<file path="src/rtl/ascii_cmd_parser_pkg.sv">
// Shared ASCII constants, command/error codes and small helpers for the
// ASCII command parser (the ASCII constants are also used by the sender).
package ascii_cmd_parser_pkg;

    localparam logic [7:0] ASCII_CR    = 8'h0D;
    localparam logic [7:0] ASCII_LF    = 8'h0A;
    localparam logic [7:0] ASCII_COLON = 8'h3A;
    localparam logic [7:0] ASCII_0     = 8'h30;
    localparam logic [7:0] ASCII_Q     = 8'h51;
    localparam logic [7:0] ASCII_S     = 8'h53;
    localparam logic [7:0] ASCII_B     = 8'h42;
    localparam logic [7:0] ASCII_C     = 8'h43;
    localparam logic [7:0] ASCII_U     = 8'h55;
    localparam logic [7:0] ASCII_D     = 8'h44;
    localparam logic [7:0] ASCII_L     = 8'h4C;
    localparam logic [7:0] ASCII_R     = 8'h52;

    localparam logic [1:0] CMD_NONE     = 2'd0;
    localparam logic [1:0] CMD_QUERY    = 2'd1;
    localparam logic [1:0] CMD_SET_TIME = 2'd2;
    localparam logic [1:0] CMD_BUTTON   = 2'd3;

    localparam logic [1:0] ERR_TIMEOUT  = 2'd0;
    localparam logic [1:0] ERR_UNKNOWN  = 2'd1;
    localparam logic [1:0] ERR_FORMAT   = 2'd2;
    localparam logic [1:0] ERR_OVERFLOW = 2'd3;

    typedef enum logic [1:0] {
        ST_IDLE    = 2'd0,
        ST_ARG     = 2'd1,
        ST_DISCARD = 2'd2
    } parser_state_e;

    function automatic logic is_terminator(input logic [7:0] ch);
        return (ch == ASCII_CR) || (ch == ASCII_LF);
    endfunction

    // Number of characters expected after the command letter.
    function automatic logic [3:0] expected_len(input logic [1:0] cmd);
        case (cmd)
            CMD_SET_TIME: return 4'd8;
            CMD_QUERY,
            CMD_BUTTON:   return 4'd1;
            default:      return 4'd0;
        endcase
    endfunction

    // Bit 0..4 = C,U,D,L,R; zero for any other character.
    function automatic logic [4:0] button_onehot(input logic [7:0] ch);
        case (ch)
            ASCII_C: return 5'b00001;
            ASCII_U: return 5'b00010;
            ASCII_D: return 5'b00100;
            ASCII_L: return 5'b01000;
            ASCII_R: return 5'b10000;
            default: return 5'b00000;
        endcase
    endfunction

endpackage

</file>
<file path="src/rtl/ascii_cmd_parser_digit_check.sv">
// Combinational classifier for one received character: decimal digit test,
// digit value and the <=2 / <=3 / <=5 range flags used by the time grammar.
module ascii_digit_check
    import ascii_cmd_parser_pkg::*;
(
    input  logic [7:0] i_char,
    output logic       o_is_digit,
    output logic [3:0] o_value,
    output logic       o_le2,
    output logic       o_le3,
    output logic       o_le5
);

    assign o_is_digit = (i_char >= ASCII_0) && (i_char <= (ASCII_0 + 8'd9));
    assign o_value    = i_char[3:0];
    assign o_le2      = o_is_digit && (i_char <= (ASCII_0 + 8'd2));
    assign o_le3      = o_is_digit && (i_char <= (ASCII_0 + 8'd3));
    assign o_le5      = o_is_digit && (i_char <= (ASCII_0 + 8'd5));

endmodule

</file>
<file path="src/rtl/ascii_cmd_parser.sv">
// Parses CR/LF-terminated ASCII command lines (Q<d>, SHH:MM:SS, B<btn>) from
// the UART receive stream into one command or error pulse per line.
module ascii_cmd_parser
    import ascii_cmd_parser_pkg::*;
#(
    parameter int MAX_LEN     = 16,
    parameter int TIMEOUT_CYC = 100_000_000,
    parameter int TO_W        = 27
) (
    input  logic        iClk,
    input  logic        iRstn,
    input  logic [7:0]  i_rx_data,
    input  logic        i_rx_valid,
    output logic        o_cmd_valid,
    output logic [1:0]  o_cmd_code,
    output logic [31:0] o_cmd_arg,
    output logic        o_err_valid,
    output logic [1:0]  o_err_code,
    output logic        o_line_active
);

    localparam int LEN_W = $clog2(MAX_LEN + 1);
    localparam logic [LEN_W-1:0] LEN_MAX = LEN_W'(MAX_LEN);
    localparam logic [TO_W-1:0]  TO_LAST = (TIMEOUT_CYC == 0) ? '0 : TO_W'(TIMEOUT_CYC - 1);

    parser_state_e    state_q, state_d;
    logic [1:0]       cmd_q, cmd_d;
    logic [1:0]       err_q, err_d;
    logic [3:0]       pos_q, pos_d;
    logic [LEN_W-1:0] len_q, len_d;
    logic [23:0]      arg_sr_q, arg_sr_d;
    logic [TO_W-1:0]  to_cnt_q, to_cnt_d;
    logic             cmd_valid_q, cmd_valid_d;
    logic [1:0]       cmd_code_q, cmd_code_d;
    logic [31:0]      cmd_arg_q, cmd_arg_d;
    logic             err_valid_q, err_valid_d;
    logic [1:0]       err_code_q, err_code_d;

    logic       is_digit, le2, le3, le5;
    logic [3:0] digit_val;
    logic [4:0] btn_onehot;
    logic       is_term, len_full, timeout_hit, char_ok;
    logic [3:0] exp_len;
    logic [31:0] arg_final;

    ascii_digit_check u_digit_check (
        .i_char     (i_rx_data),
        .o_is_digit (is_digit),
        .o_value    (digit_val),
        .o_le2      (le2),
        .o_le3      (le3),
        .o_le5      (le5)
    );

    assign btn_onehot  = button_onehot(i_rx_data);
    assign is_term     = is_terminator(i_rx_data);
    assign exp_len     = expected_len(cmd_q);
    assign len_full    = (len_q >= LEN_MAX);
    assign timeout_hit = (TIMEOUT_CYC != 0) && (to_cnt_q == TO_LAST);

    // Grammar check of the current byte at position pos_q of the argument.
    always_comb begin
        char_ok = 1'b0;
        case (cmd_q)
            CMD_QUERY:  char_ok = le3;
            CMD_BUTTON: char_ok = (btn_onehot != 5'b00000);
            CMD_SET_TIME: begin
                case (pos_q)
                    4'd0:       char_ok = le2;
                    4'd1:       char_ok = is_digit && ((arg_sr_q[3:0] != 4'd2) || le3);
                    4'd2, 4'd5: char_ok = (i_rx_data == ASCII_COLON);
                    4'd3, 4'd6: char_ok = le5;
                    default:    char_ok = is_digit;
                endcase
            end
            default: char_ok = 1'b0;
        endcase
    end

    always_comb begin
        arg_final = 32'h0;
        case (cmd_q)
            CMD_QUERY:    arg_final = {30'b0, arg_sr_q[1:0]};
            CMD_SET_TIME: arg_final = {arg_sr_q, 8'h00};
            CMD_BUTTON:   arg_final = {27'b0, arg_sr_q[4:0]};
            default:      arg_final = 32'h0;
        endcase
    end

    always_comb begin
        state_d     = state_q;
        cmd_d       = cmd_q;
        err_d       = err_q;
        pos_d       = pos_q;
        len_d       = len_q;
        arg_sr_d    = arg_sr_q;
        to_cnt_d    = to_cnt_q;
        cmd_valid_d = 1'b0;
        cmd_code_d  = cmd_code_q;
        cmd_arg_d   = cmd_arg_q;
        err_valid_d = 1'b0;
        err_code_d  = err_code_q;

        case (state_q)
            ST_IDLE: begin
                to_cnt_d = '0;
                if (i_rx_valid && !is_term) begin
                    pos_d    = 4'd0;
                    len_d    = LEN_W'(1);
                    arg_sr_d = 24'h0;
                    err_d    = ERR_FORMAT;
                    state_d  = ST_ARG;
                    case (i_rx_data)
                        ASCII_Q: cmd_d = CMD_QUERY;
                        ASCII_S: cmd_d = CMD_SET_TIME;
                        ASCII_B: cmd_d = CMD_BUTTON;
                        default: begin
                            cmd_d   = CMD_NONE;
                            err_d   = ERR_UNKNOWN;
                            state_d = ST_DISCARD;
                        end
                    endcase
                end
            end

            ST_ARG: begin
                if (i_rx_valid) begin
                    to_cnt_d = '0;
                    if (is_term) begin
                        state_d = ST_IDLE;
                        if (pos_q == exp_len) begin
                            cmd_valid_d = 1'b1;
                            cmd_code_d  = cmd_q;
                            cmd_arg_d   = arg_final;
                        end else begin
                            err_valid_d = 1'b1;
                            err_code_d  = ERR_FORMAT;
                        end
                    end else if (len_full) begin
                        err_d   = ERR_OVERFLOW;
                        state_d = ST_DISCARD;
                    end else if ((pos_q >= exp_len) || !char_ok) begin
                        err_d   = ERR_FORMAT;
                        len_d   = len_q + LEN_W'(1);
                        state_d = ST_DISCARD;
                    end else begin
                        pos_d = pos_q + 4'd1;
                        len_d = len_q + LEN_W'(1);
                        if (cmd_q == CMD_BUTTON) begin
                            arg_sr_d = {19'b0, btn_onehot};
                        end else if (is_digit) begin
                            arg_sr_d = {arg_sr_q[19:0], digit_val};
                        end
                    end
                end else if (timeout_hit) begin
                    to_cnt_d    = '0;
                    state_d     = ST_IDLE;
                    err_valid_d = 1'b1;
                    err_code_d  = ERR_TIMEOUT;
                end else begin
                    to_cnt_d = to_cnt_q + TO_W'(1);
                end
            end

            ST_DISCARD: begin
                if (i_rx_valid) begin
                    to_cnt_d = '0;
                    if (is_term) begin
                        state_d     = ST_IDLE;
                        err_valid_d = 1'b1;
                        err_code_d  = err_q;
                    end else if (len_full) begin
                        err_d = ERR_OVERFLOW;
                    end else begin
                        len_d = len_q + LEN_W'(1);
                    end
                end else if (timeout_hit) begin
                    to_cnt_d    = '0;
                    state_d     = ST_IDLE;
                    err_valid_d = 1'b1;
                    err_code_d  = ERR_TIMEOUT;
                end else begin
                    to_cnt_d = to_cnt_q + TO_W'(1);
                end
            end

            default: state_d = ST_IDLE;
        endcase
    end

    always_ff @(posedge iClk) begin
        if (!iRstn) begin
            state_q     <= ST_IDLE;
            cmd_q       <= CMD_NONE;
            err_q       <= ERR_TIMEOUT;
            pos_q       <= 4'd0;
            len_q       <= '0;
            arg_sr_q    <= 24'h0;
            to_cnt_q    <= '0;
            cmd_valid_q <= 1'b0;
            cmd_code_q  <= 2'd0;
            cmd_arg_q   <= 32'h0;
            err_valid_q <= 1'b0;
            err_code_q  <= 2'd0;
        end else begin
            state_q     <= state_d;
            cmd_q       <= cmd_d;
            err_q       <= err_d;
            pos_q       <= pos_d;
            len_q       <= len_d;
            arg_sr_q    <= arg_sr_d;
            to_cnt_q    <= to_cnt_d;
            cmd_valid_q <= cmd_valid_d;
            cmd_code_q  <= cmd_code_d;
            cmd_arg_q   <= cmd_arg_d;
            err_valid_q <= err_valid_d;
            err_code_q  <= err_code_d;
        end
    end

    assign o_cmd_valid   = cmd_valid_q;
    assign o_cmd_code    = cmd_code_q;
    assign o_cmd_arg     = cmd_arg_q;
    assign o_err_valid   = err_valid_q;
    assign o_err_code    = err_code_q;
    assign o_line_active = (state_q != ST_IDLE);

endmodule
</file>
<file path="config.mk">
export PLATFORM = sky130hd
export DESIGN_NAME = ascii_cmd_parser
export DESIGN_NICKNAME = d
export VERILOG_FILES = /design/src/rtl/ascii_cmd_parser_pkg.sv /design/src/rtl/ascii_cmd_parser_digit_check.sv /design/src/rtl/ascii_cmd_parser.sv
export SDC_FILE = /design/constraint.sdc
export NUM_CORES = 1
export LEC_CHECK = 0
export BUFFER_PORTS_ARGS = -buffer_cell sky130_fd_sc_hd__buf_2
export CELL_PAD_IN_SITES_DETAIL_PLACEMENT = 1
export CELL_PAD_IN_SITES_GLOBAL_PLACEMENT = 1
export CORE_ASPECT_RATIO = 1.25
export CORE_MARGIN = 2
export CORE_UTILIZATION = 45
export DETAILED_ROUTE_END_ITERATION = 8
export PLACE_DENSITY = 0.79
export REMOVE_ABC_BUFFERS = 1
export SYNTH_ARGS = -nofsm -noshare
export SYNTH_HDL_FRONTEND = slang
export SYNTH_SLANG_ARGS = --single-unit
</file>
<file path="constraint.sdc">
create_clock -name iClk -period 3.2 [get_ports iClk]
set_input_delay 0.32 -clock iClk [delete_from_list [all_inputs] [get_ports iClk]]
set_output_delay 0.32 -clock iClk [all_outputs]
set_load 0.03 [all_outputs]
</file>
==> flow_summary.toml, run 1 <==
[final_layout]
drive_gt1_share_pct = 14.49
fin_nets = 578
n_fill_cell = 1216
num_antenna_cells = 0
stdcell_area_um2 = 5300
area_growth_pct = 12.84

[timing]
max_freq_mhz = 347.4
fin_tns_setup_ns = 0
worst_pin_slew_ns = 0.7671
setup_violations = 0
period_share_pct = 89.96
fin_skew_ns = 0.01096
hold_viol = 0
grt_setup_unrepaired = "no"
finalMaxSlewViolations = 0
period_needed_ns = 2.879
maxSlewHeadroom_pct = 48.70

[global_route]
antenna_found_initial = 0
grtUsageTotal_pct = 21.94
grt_max_degree = 27
grt_pass1_wl_um = 19720
grt_overflow = 0
grt_pass1_vias = 4075

[critical_path]
critical_path_class = "reg -> reg"
cp_data_required_time_ns = 3.47
r2r_setup_slack_ns = 0.32
reg2regPathDepth = 8
worstPathMaxFanout = 19
critPathCaptureType = "flip-flop"
worst_setup_path_start_kind = "flip-flop"
arrival_ns = 3.15

[cts]
ctsResizeCount = 0
postCtsSetupBuffers = 0
clkTransAtPathRegs_ns = 0.08
numCtsBuffers = 9
clk_latency_ns = 0.35
ctsHoldBuffers = 0
root_buffer = "clkbuf_16"
clockBufferDepth = 2
clock-sinks = 101
htreeDepth = 3
tritoncts = "done"

[yosys]
ys.warnings.count = 0
synth_edf_count = 0
ys_top_cells_by_area = "dfxtp_1 (43%), a22o_1 (4.7%), o2bb2ai_1 (4.5%), nor2_1 (3.9%), ha_1 (3.5%)"
synth_seq_cells = 101
synthCells = 518
synth.most_common_cell = "dfxtp_1"
syn_area_um2 = 4697
synth_top_area_share_pct = 43.05
synth_ff_type = "dfxtp_1"
synth_area_per_cell_um2 = 9.068
yosysSeqAreaShare_pct = 43.05
yosys-top-cells-count = "dfxtp_1 (101), nor2_1 (49), nand2_1 (34)"
yosysTopAreaCell = "dfxtp_1"
ys_async_sr_fraction_pct = 0
post_synth_num_cell_types = 64

[power]
p_per_area_nw_per_um2 = 476.1
vdd_drop_max_uv = 225.2
p_leak_nw = 1.987

[place]
gp_congestion = 0.8475
hpwl_um = 8454
place_area_um2 = 5004
port_buffers = 46

[routing]
vias_per_cell = 5.778
drtPass1Iterations = 4
wl_per_cell_um = 17.35
drt-initial-drc-count = 136
drc = 0
wl_um = 11930
vias = 3975
postRouteAntennaNets = 0

[die]
die-area_um2 = 11280
die_h_um = 118.2
io_pins = 50
rows = 41
start_util_pct = 46.24
die_w_um = 95.38
coreArea_um2 = 10160

[hold_path]
worstHoldPathCells = 3
hp-class = "in -> reg"

[flow_run]
maxCapViolCount = 0

[outcome]
status = "completed"
path summary, 6_finish.rpt:
path,to,start
max,arg_sr_q[16]$_SDFFE_PN0P_,pos_q[1]$_SDFFE_PN0P_
min,arg_sr_q[2]$_SDFFE_PN0P_,i_rx_data[2]
max reg2reg,arg_sr_q[16]$_SDFFE_PN0P_,pos_q[1]$_SDFFE_PN0P_
min reg2reg,o_cmd_arg[1]$_SDFFE_PN0P_,o_cmd_arg[1]$_SDFFE_PN0P_
sequential cells by signal, summed over array words and instances (netlist names):
register and cells:
state_q 2, pos_q 4, len_q 5, o_cmd_code 2
to_cnt_q 27, o_cmd_valid 1, arg_sr_q 24, err_q 2
o_err_valid 1, cmd_q 2, o_err_code 2, o_cmd_arg 29
logic make-up (layout without fill, tap and decap cells):
kind of cell / Yosys count / after routing / share of synthesized area, %
AND/OR/NAND/NOR: 180 / 180 / 20.62
AO/OA/AOI/OAI: 126 / 126 / 20.46
flip-flops: 101 / 101 / 43.05
buffers and inverters: 63 / 102 / 5.727
XOR/XNOR: 26 / 26 / 4.848
adder cells (fa/ha/maj): 13 / 13 / 3.463
multiplexers: 8 / 8 / 1.758
other: 1 / 3 / 0.07984
cells in the final DEF (no fill, tap or decap), drive strengths merged, types with 4 or more instances in the layout:
cell type  Yosys  routed
ha            13      13
a22o          25      25
xor2          13      13
a31oi          5       5
nor2b          8       8
nor4           4       4
nor2          49      49
nand2         34      34
nand4         13      13
nor3b          5       5
inv           32      36
a21oi         24      24
and4           7       7
buf           10      53
dfxtp        101     101
xnor2         13      13
nand2b         8       8
o2bb2ai       24      24
o21ai         16      16
or3            4       4
and3           6       6
nand3         17      17
clkbuf        20       9
o211ai         7       7
nor3           5       5
mux2i          6       6
per-layer routing:
metal  track usage (%)  part of all wire (%)  up-vias
li1                  -                     -     1928
met1             26.31                    42     1975
met2             39.39                    53       61
met3             4.079                   3.0       11
met4             5.893                   1.3        0
met5                 0                     0        -
critical path: stages, from the launching register on:
cell	delay [ns]
dfxtp_1	0.45
inv_1	0.12
ha_1	0.24
nor3b_1	0.29
o211ai_1	0.15
and4_1	0.20
o311ai_4	0.48
nand4_2	0.54
o2bb2ai_1	0.32
layout make-up:
| type | instances | area (um2) | share of cell area, % |
|---|---|---|---|
| inverters | 33 | 123.9 | 2.337 |
| repair buffers | 53 | 282.8 | 5.335 |
| clock inverters | 7 | 71.32 | 1.346 |
| well taps | 129 | 161.4 | 3.045 |
| flip-flops and latches | 101 | 2022 | 38.15 |
| multi-input cells | 356 | 2414 | 45.54 |
| clock buffers | 9 | 225.2 | 4.249 |
metrics by stage:
step	util [%]	worst slack (ns)	hold WS (ns)	power, W	std cells
after CTS	52.18	0.3471	0.3074	0.002550	688
after floorplan	-	0.6013	0.4332	0.001412	490
final	52.18	0.3212	0.3195	0.002524	688
after global placement	49.26	0.5960	0.4393	0.001467	672
after detailed placement	49.26	0.3939	0.4495	0.001473	672
after global routing	52.18	0.1358	0.3249	0.002618	688
report_power, final:
group / switching (W) / internal [W] / total, W
sequential: 0.00000826 / 0.00126 / 0.00127
combinational: 0.000119 / 0.0000525 / 0.000172
clock: 0.000528 / 0.000551 / 0.00108
total: 0.000655 / 0.00187 / 0.00252
Power figures use the tool's default switching activity.
==> inputs of run 2 (changes only) <==
--- a/config.mk
+++ b/config.mk
@@ -6,13 +6,13 @@
 export NUM_CORES = 1
 export LEC_CHECK = 0
 export BUFFER_PORTS_ARGS = -buffer_cell sky130_fd_sc_hd__buf_2
-export CELL_PAD_IN_SITES_DETAIL_PLACEMENT = 1
-export CELL_PAD_IN_SITES_GLOBAL_PLACEMENT = 1
+export CELL_PAD_IN_SITES_DETAIL_PLACEMENT = 0
+export CELL_PAD_IN_SITES_GLOBAL_PLACEMENT = 2
 export CORE_ASPECT_RATIO = 1.25
 export CORE_MARGIN = 2
-export CORE_UTILIZATION = 45
+export CORE_UTILIZATION = 36
 export DETAILED_ROUTE_END_ITERATION = 8
-export PLACE_DENSITY = 0.79
+export PLACE_DENSITY = 0.78
 export REMOVE_ABC_BUFFERS = 1
 export SYNTH_ARGS = -nofsm -noshare
 export SYNTH_HDL_FRONTEND = slang
==> flow_summary.toml, run 2 (same netlist as run 1, synthesis figures left out) <==
[final_layout]
largest_register_ffs = 29
seqCellArea_um2 = 2022
n_fill_cell = 1300
fin_nets = 579
multi_input_area_um2 = 2414
num_antenna_cells = 0
area_growth_pct = 14.46
drive_gt1_share_pct = 14.64
layout_common_cells = "dfxtp_1 (101), nor2_1 (49), buf_2 (46)"
final_core_util_pct = 42.27
mostFrequentLayoutCell = "dfxtp_1"

[routing]
wl_um = 11110
vias = 3849
postRouteAntennaNets = 0
drt-initial-drc-count = 112
drtPass1Iterations = 5
wl_per_cell_um = 15.26
drc = 0
vias_per_cell = 5.287

[place]
gp_congestion = 0.8527
port_buffers = 46
dp_slack_ns = 0.5160
hpwl_um = 7926

[timing]
period_share_pct = 82.75
period_needed_ns = 2.648
fin_tns_setup_ns = 0
grt_setup_unrepaired = "no"
finalMaxSlewViolations = 0
worst_pin_slew_ns = 0.7730
max_freq_mhz = 377.6
setup_ws_ns = 0.5519
hold_viol = 0
setup_violations = 0
fin_skew_ns = 0.009594
maxSlewHeadroom_pct = 48.30

[critical_path]
reg2regPathDepth = 8
cp_num_buf_inv = 1
critPathCaptureType = "flip-flop"
cp_data_required_time_ns = 3.47
slowest_stage = "nand4_2"
cp.depth = 8
cp_top_family = "simple AND/OR/NAND/NOR gates"
critical_path_class = "reg -> reg"
path_cells = "inv_1, ha_1, nor3b_1, o211ai_1, and4_1, o311ai_4, nand4_2, o2bb2ai_1"
arrival_ns = 2.92
worstPathMaxFanout = 19
worst_setup_path_start_kind = "flip-flop"
cpPeakStageDelay_ns = 0.53

[die]
rows = 46
io_pins = 50
die_w_um = 106.2
die_h_um = 131.7
start_util_pct = 36.93
die-area_um2 = 13980
coreArea_um2 = 12720

[power]
p_per_area_nw_per_um2 = 473.4
total_power_w = 0.002545
vdd_drop_max_uv = 224.3
p_leak_nw = 2.004

[cts]
tritoncts = "done"
clkTransAtPathRegs_ns = 0.08
clk_latency_ns = 0.35
htreeDepth = 3
clock-sinks = 101
root_buffer = "clkbuf_16"
postCtsSetupBuffers = 0
numCtsBuffers = 9
ctsHoldBuffers = 0
ctsResizeCount = 0
clockBufferDepth = 2

[flow_run]
maxCapViolCount = 0

[hold_path]
hp-class = "in -> reg"
worstHoldPathCells = 3

[global_route]
grt_pass1_vias = 3793
grt_pass1_wl_um = 18840
grtUsageTotal_pct = 16.52
grt_max_degree = 27
antenna_found_initial = 0
grt_overflow = 0

[outcome]
status = "completed"
==> run 2: changes by cell type in the layout (fill, tap and decap cells not counted), sizes merged <==
cell | previous run | this run
clkinv | 2 | 6
inv | 36 | 34
clkinvlp | 2 | 0
buf | 53 | 54
==> run 2: where the power goes <==
group,leakage (nW),internal (W),switching (W)
sequential,0.814,0.00126,0.00000758
combinational,1.04,0.0000542,0.000119
clock,0.152,0.000561,0.000538
==> run 2: layout make-up <==
| class | instances | area share, % |
|---|---|---|
| Tap cell | 168 | 3.910 |
| Multi-Input combinational cell | 356 | 44.89 |
| Clock buffer | 9 | 4.189 |
| Inverter | 33 | 2.304 |
| Sequential cell | 101 | 37.61 |
| Clock inverter | 7 | 1.699 |
| Timing Repair Buffer | 54 | 5.399 |
==> run 2: final timing paths <==
check	startpoint	end	slack (ns)
setup / recovery	pos_q[1]$_SDFFE_PN0P_	arg_sr_q[12]$_SDFFE_PN0P_	0.55
hold / removal	i_rx_data[2]	arg_sr_q[2]$_SDFFE_PN0P_	0.33
setup reg to reg	pos_q[1]$_SDFFE_PN0P_	arg_sr_q[12]$_SDFFE_PN0P_	0.55
hold reg to reg	o_cmd_arg[4]$_SDFFE_PN0P_	o_cmd_arg[4]$_SDFFE_PN0P_	0.46
==> run 2: metal layers <==
metal  track usage (%)  vias up  wire (um)
met5                 0        -          0
met2             27.03       76       5292
li1                  -     1936          -
met1             21.76     1825       5270
met3             2.976       12        383
met4             5.775        0        164
==> run 2: metrics by stage <==
step,hold WS (ns),std cells,area (um2)
final,0.3285,728,5376
after global routing,0.3315,728,5376
after CTS,0.3104,728,5376
after detailed placement,0.4475,712,5060
after global placement,0.4381,712,5060
after floorplan,0.4332,490,4559
==> run 2: worst register-to-register path, stage by stage, from the launching register on <==
cell,delay (ns)
dfxtp_1,0.43
inv_1,0.09
ha_1,0.23
nor3b_1,0.21
o211ai_1,0.13
and4_1,0.20
o311ai_4,0.44
nand4_2,0.53
o2bb2ai_1,0.30
==> inputs of run 3 (changes only) <==
--- a/config.mk
+++ b/config.mk
@@ -5,14 +5,15 @@
 export SDC_FILE = /design/constraint.sdc
 export NUM_CORES = 1
 export LEC_CHECK = 0
+export ABC_AREA = 1
 export BUFFER_PORTS_ARGS = -buffer_cell sky130_fd_sc_hd__buf_2
 export CELL_PAD_IN_SITES_DETAIL_PLACEMENT = 0
 export CELL_PAD_IN_SITES_GLOBAL_PLACEMENT = 2
 export CORE_ASPECT_RATIO = 1.25
 export CORE_MARGIN = 2
-export CORE_UTILIZATION = 36
+export CORE_UTILIZATION = 30
 export DETAILED_ROUTE_END_ITERATION = 8
-export PLACE_DENSITY = 0.78
+export PLACE_DENSITY = 0.74
 export REMOVE_ABC_BUFFERS = 1
 export SYNTH_ARGS = -nofsm -noshare
 export SYNTH_HDL_FRONTEND = slang
==> constraint.sdc (replaced) <==
create_clock -name iClk -period 2.3 [get_ports iClk]
set_input_delay 0.23 -clock iClk [delete_from_list [all_inputs] [get_ports iClk]]
set_output_delay 0.23 -clock iClk [all_outputs]
set_load 0.03 [all_outputs]
==> flow_summary.toml, run 3 <==
[power]
vdd_drop_max_uv = 304.8
p_switching_w = 0.001750
total_power_w = 0.004956
power_frac_comb_pct = 28.0
power_frac_clock_pct = 32.0
power.internal_w = 0.003206
switching_share_pct = 35.32
p_leak_nw = 2.599
p_per_area_nw_per_um2 = 795.4
seq_power_share_pct = 40.0

[place]
placed_cells_incl_taps = 993
gp_congestion = 0.8177
hpwl_um = 9880
port_buffers = 46

[hold_path]
hp-class = "in -> reg"
worstHoldPathCells = 3
worstHoldStart = "iRstn"

[timing]
maxSlewHeadroom_pct = 64.08
setup_violations = 0
worst_pin_slew_ns = 0.5374
period_needed_ns = 2.158
period_share_pct = 93.81
max_freq_mhz = 463.5
finalMaxSlewViolations = 0
hold_viol = 0
fin_skew_ns = 0.01740

[final_layout]
fin_nets = 821
seqCellArea_um2 = 2027
mostFrequentLayoutCell = "nand2_1"
area_growth_pct = 20.64
drive_gt1_share_pct = 18.08
instances_no_fill = 1022
multi_input_area_um2 = 2751
n_fill_cell = 1817
layout_common_cells = "nand2_1 (135), nor2_1 (112), dfxtp_1 (99)"
num_antenna_cells = 0
largest_register_ffs = 29

[global_route]
grt_pass1_vias = 4613
grt_pass1_wl_um = 22630
grt_overflow = 0
grt_max_degree = 50
grtUsageTotal_pct = 15.56
antenna_found_initial = 0

[critical_path]
reg2reg_from = "pos_q[0]$_SDFFE_PN0P_"
critical_path_class = "reg -> reg"
cp.depth = 18
cpMostUsedCell = "nand2_2"
cp_top_family = "simple AND/OR/NAND/NOR gates"
critPathCaptureType = "flip-flop"
cp_num_buf_inv = 2
worst_setup_path_start_kind = "flip-flop"
path_cells = "inv_2, ha_2, nand3_1, nand2_2, nand2_1, nor2_1, nor2_1, nand2_1, nand2_1, nand2_2, nand2_2, nand2_2, nand2_2, nand2_4, nand3_4, clkbuf_16, a21oi_1, nor2_1"
arrival_ns = 2.41
reg2regPathDepth = 18
cpPeakStageDelay_ns = 0.34
cp_data_required_time_ns = 2.56
slowest_stage = "dfxtp_2"
worstPathMaxFanout = 11
startpoint = "pos_q[0]$_SDFFE_PN0P_"

[cts]
clockBufferDepth = 2
tritoncts = "done"
ctsHoldBuffers = 0
htreeDepth = 3
clkTransAtPathRegs_ns = 0.08
clock-sinks = 101
root_buffer = "clkbuf_16"
clk_latency_ns = 0.36
numCtsBuffers = 9

[yosys]
syn_area_um2 = 5165
synth_seq_cells = 101
yosys-top-cells-count = "nand2_1 (141), nor2_1 (115), dfxtp_1 (101)"
ys.warnings.count = 0
post_synth_num_cell_types = 39
synth_ff_type = "dfxtp_1"
ys_top_cells_by_area = "dfxtp_1 (39%), nand2_1 (10%), nor2_1 (8.4%), inv_1 (5.6%), nand3_1 (5.2%)"
ys_async_sr_fraction_pct = 0
yosysSeqAreaShare_pct = 39.15
yosysTopAreaCell = "dfxtp_1"
synth_edf_count = 0
synth.most_common_cell = "nand2_1"
synthCells = 734
synth_area_per_cell_um2 = 7.037
synth_top_area_share_pct = 39.15

[die]
die_h_um = 150.7
rows = 53
start_util_pct = 30.66
die-area_um2 = 18290
coreArea_um2 = 16840
die_w_um = 121.4
io_pins = 50

[routing]
postRouteAntennaNets = 0
drtPass1Iterations = 5
vias_per_cell = 4.849
drt-initial-drc-count = 309
wl_per_cell_um = 13.83
wl_um = 14130
vias = 4956
drc = 0

[flow_run]
maxCapViolCount = 0

[outcome]
status = "completed"
run 3: changes by cell type after synthesis, moves of 24 or more:
| cell | before | now |
|---|---|---|
| nor2_1 | 49 | 115 |
| inv_1 | 32 | 77 |
| a22o_1 | 25 | 0 |
| nand2_1 | 34 | 141 |
| o2bb2ai_1 | 24 | 0 |
| nand3_1 | 17 | 54 |
| o31ai_1 | 0 | 26 |
| nor3_1 | 4 | 30 |
run 3: worst paths after layout:
| kind | to | slack, ns |
|---|---|---|
| max | arg_sr_q[14]$_SDFFE_PN0P_ | 0.14 |
| min | state_q[0]$_SDFFE_PN0P_ | 0.23 |
| max reg2reg | arg_sr_q[14]$_SDFFE_PN0P_ | 0.14 |
| min reg2reg | o_cmd_code[0]$_SDFFE_PN0P_ | 0.46 |
run 3: through the flow:
stage | setup slack [ns] | instance area [um2] | utilization, % | hold slack [ns] | setup TNS [ns]
floorplan | -0.2166 | 5012 | - | 0.3504 | -8.114
global placement | 0.1009 | 5688 | 33.77 | 0.4562 | 0
detailed placement | 0.04756 | 5688 | 33.77 | 0.4553 | 0
CTS | 0.03159 | 6000 | 35.62 | 0.2235 | 0
global route | -0.04967 | 6231 | 36.99 | 0.2498 | -0.6425
finish | 0.1423 | 6231 | 36.99 | 0.2350 | 0
run 3: power by group through the flow:
stage / combinational (W) / clock, W / sequential [W]
after floorplan: 0.000814 / 0 / 0.00201
after global placement: 0.00117 / 0 / 0.00202
after detailed placement: 0.00118 / 0 / 0.00202
after CTS: 0.00118 / 0.00165 / 0.00198
after global routing: 0.00158 / 0.00172 / 0.00200
final: 0.00139 / 0.00159 / 0.00198
run 3: final cells by class:
type / count / share of cell area (%)
clock buffers: 9 / 3.614
clock inverters: 7 / 1.386
inverters: 83 / 5.000
multi-input cells: 522 / 44.16
flip-flops and latches: 101 / 32.53
well taps: 220 / 4.418
repair buffers: 80 / 8.896
run 3: worst register-to-register path, cell delays in order (launching register included):
cell,delay [ns]
dfxtp_2,0.34
inv_2,0.09
ha_2,0.19
nand3_1,0.09
nand2_2,0.09
nand2_1,0.05
nor2_1,0.10
nor2_1,0.04
nand2_1,0.07
nand2_1,0.06
nand2_2,0.09
nand2_2,0.06
nand2_2,0.07
nand2_2,0.06
nand2_4,0.09
nand3_4,0.15
clkbuf_16,0.23
a21oi_1,0.13
nor2_1,0.05
run 3: cell families after synthesis:
group,Yosys count,synth area share (%)
flops,101,39.15
fa+ha+maj,13,3.149
simple gates,395,34.88
compound gates,101,11.92
other cells,1,0.07260
xor+xnor,10,1.696
buf+inv,113,9.133
run 3: timing repair:
| action | in CTS | in global routing |
|---|---|---|
| endpoints found under the setup margin | 0 | 53 |
| buffers inserted | 0 | 9 |
| endpoints found under the hold margin | 0 | 0 |
| resized for setup | 0 | 28 |
run 3: per-layer routing:
metal  vias to the layer above  GRT usage, %  part of all wire, %
li1                       2548             -                    -
met1                      2301         19.51                   46
met2                        90         27.02                   49
met3                        17         2.311                  2.9
met4                         0         5.575                  1.8
met5                         -             0                    0
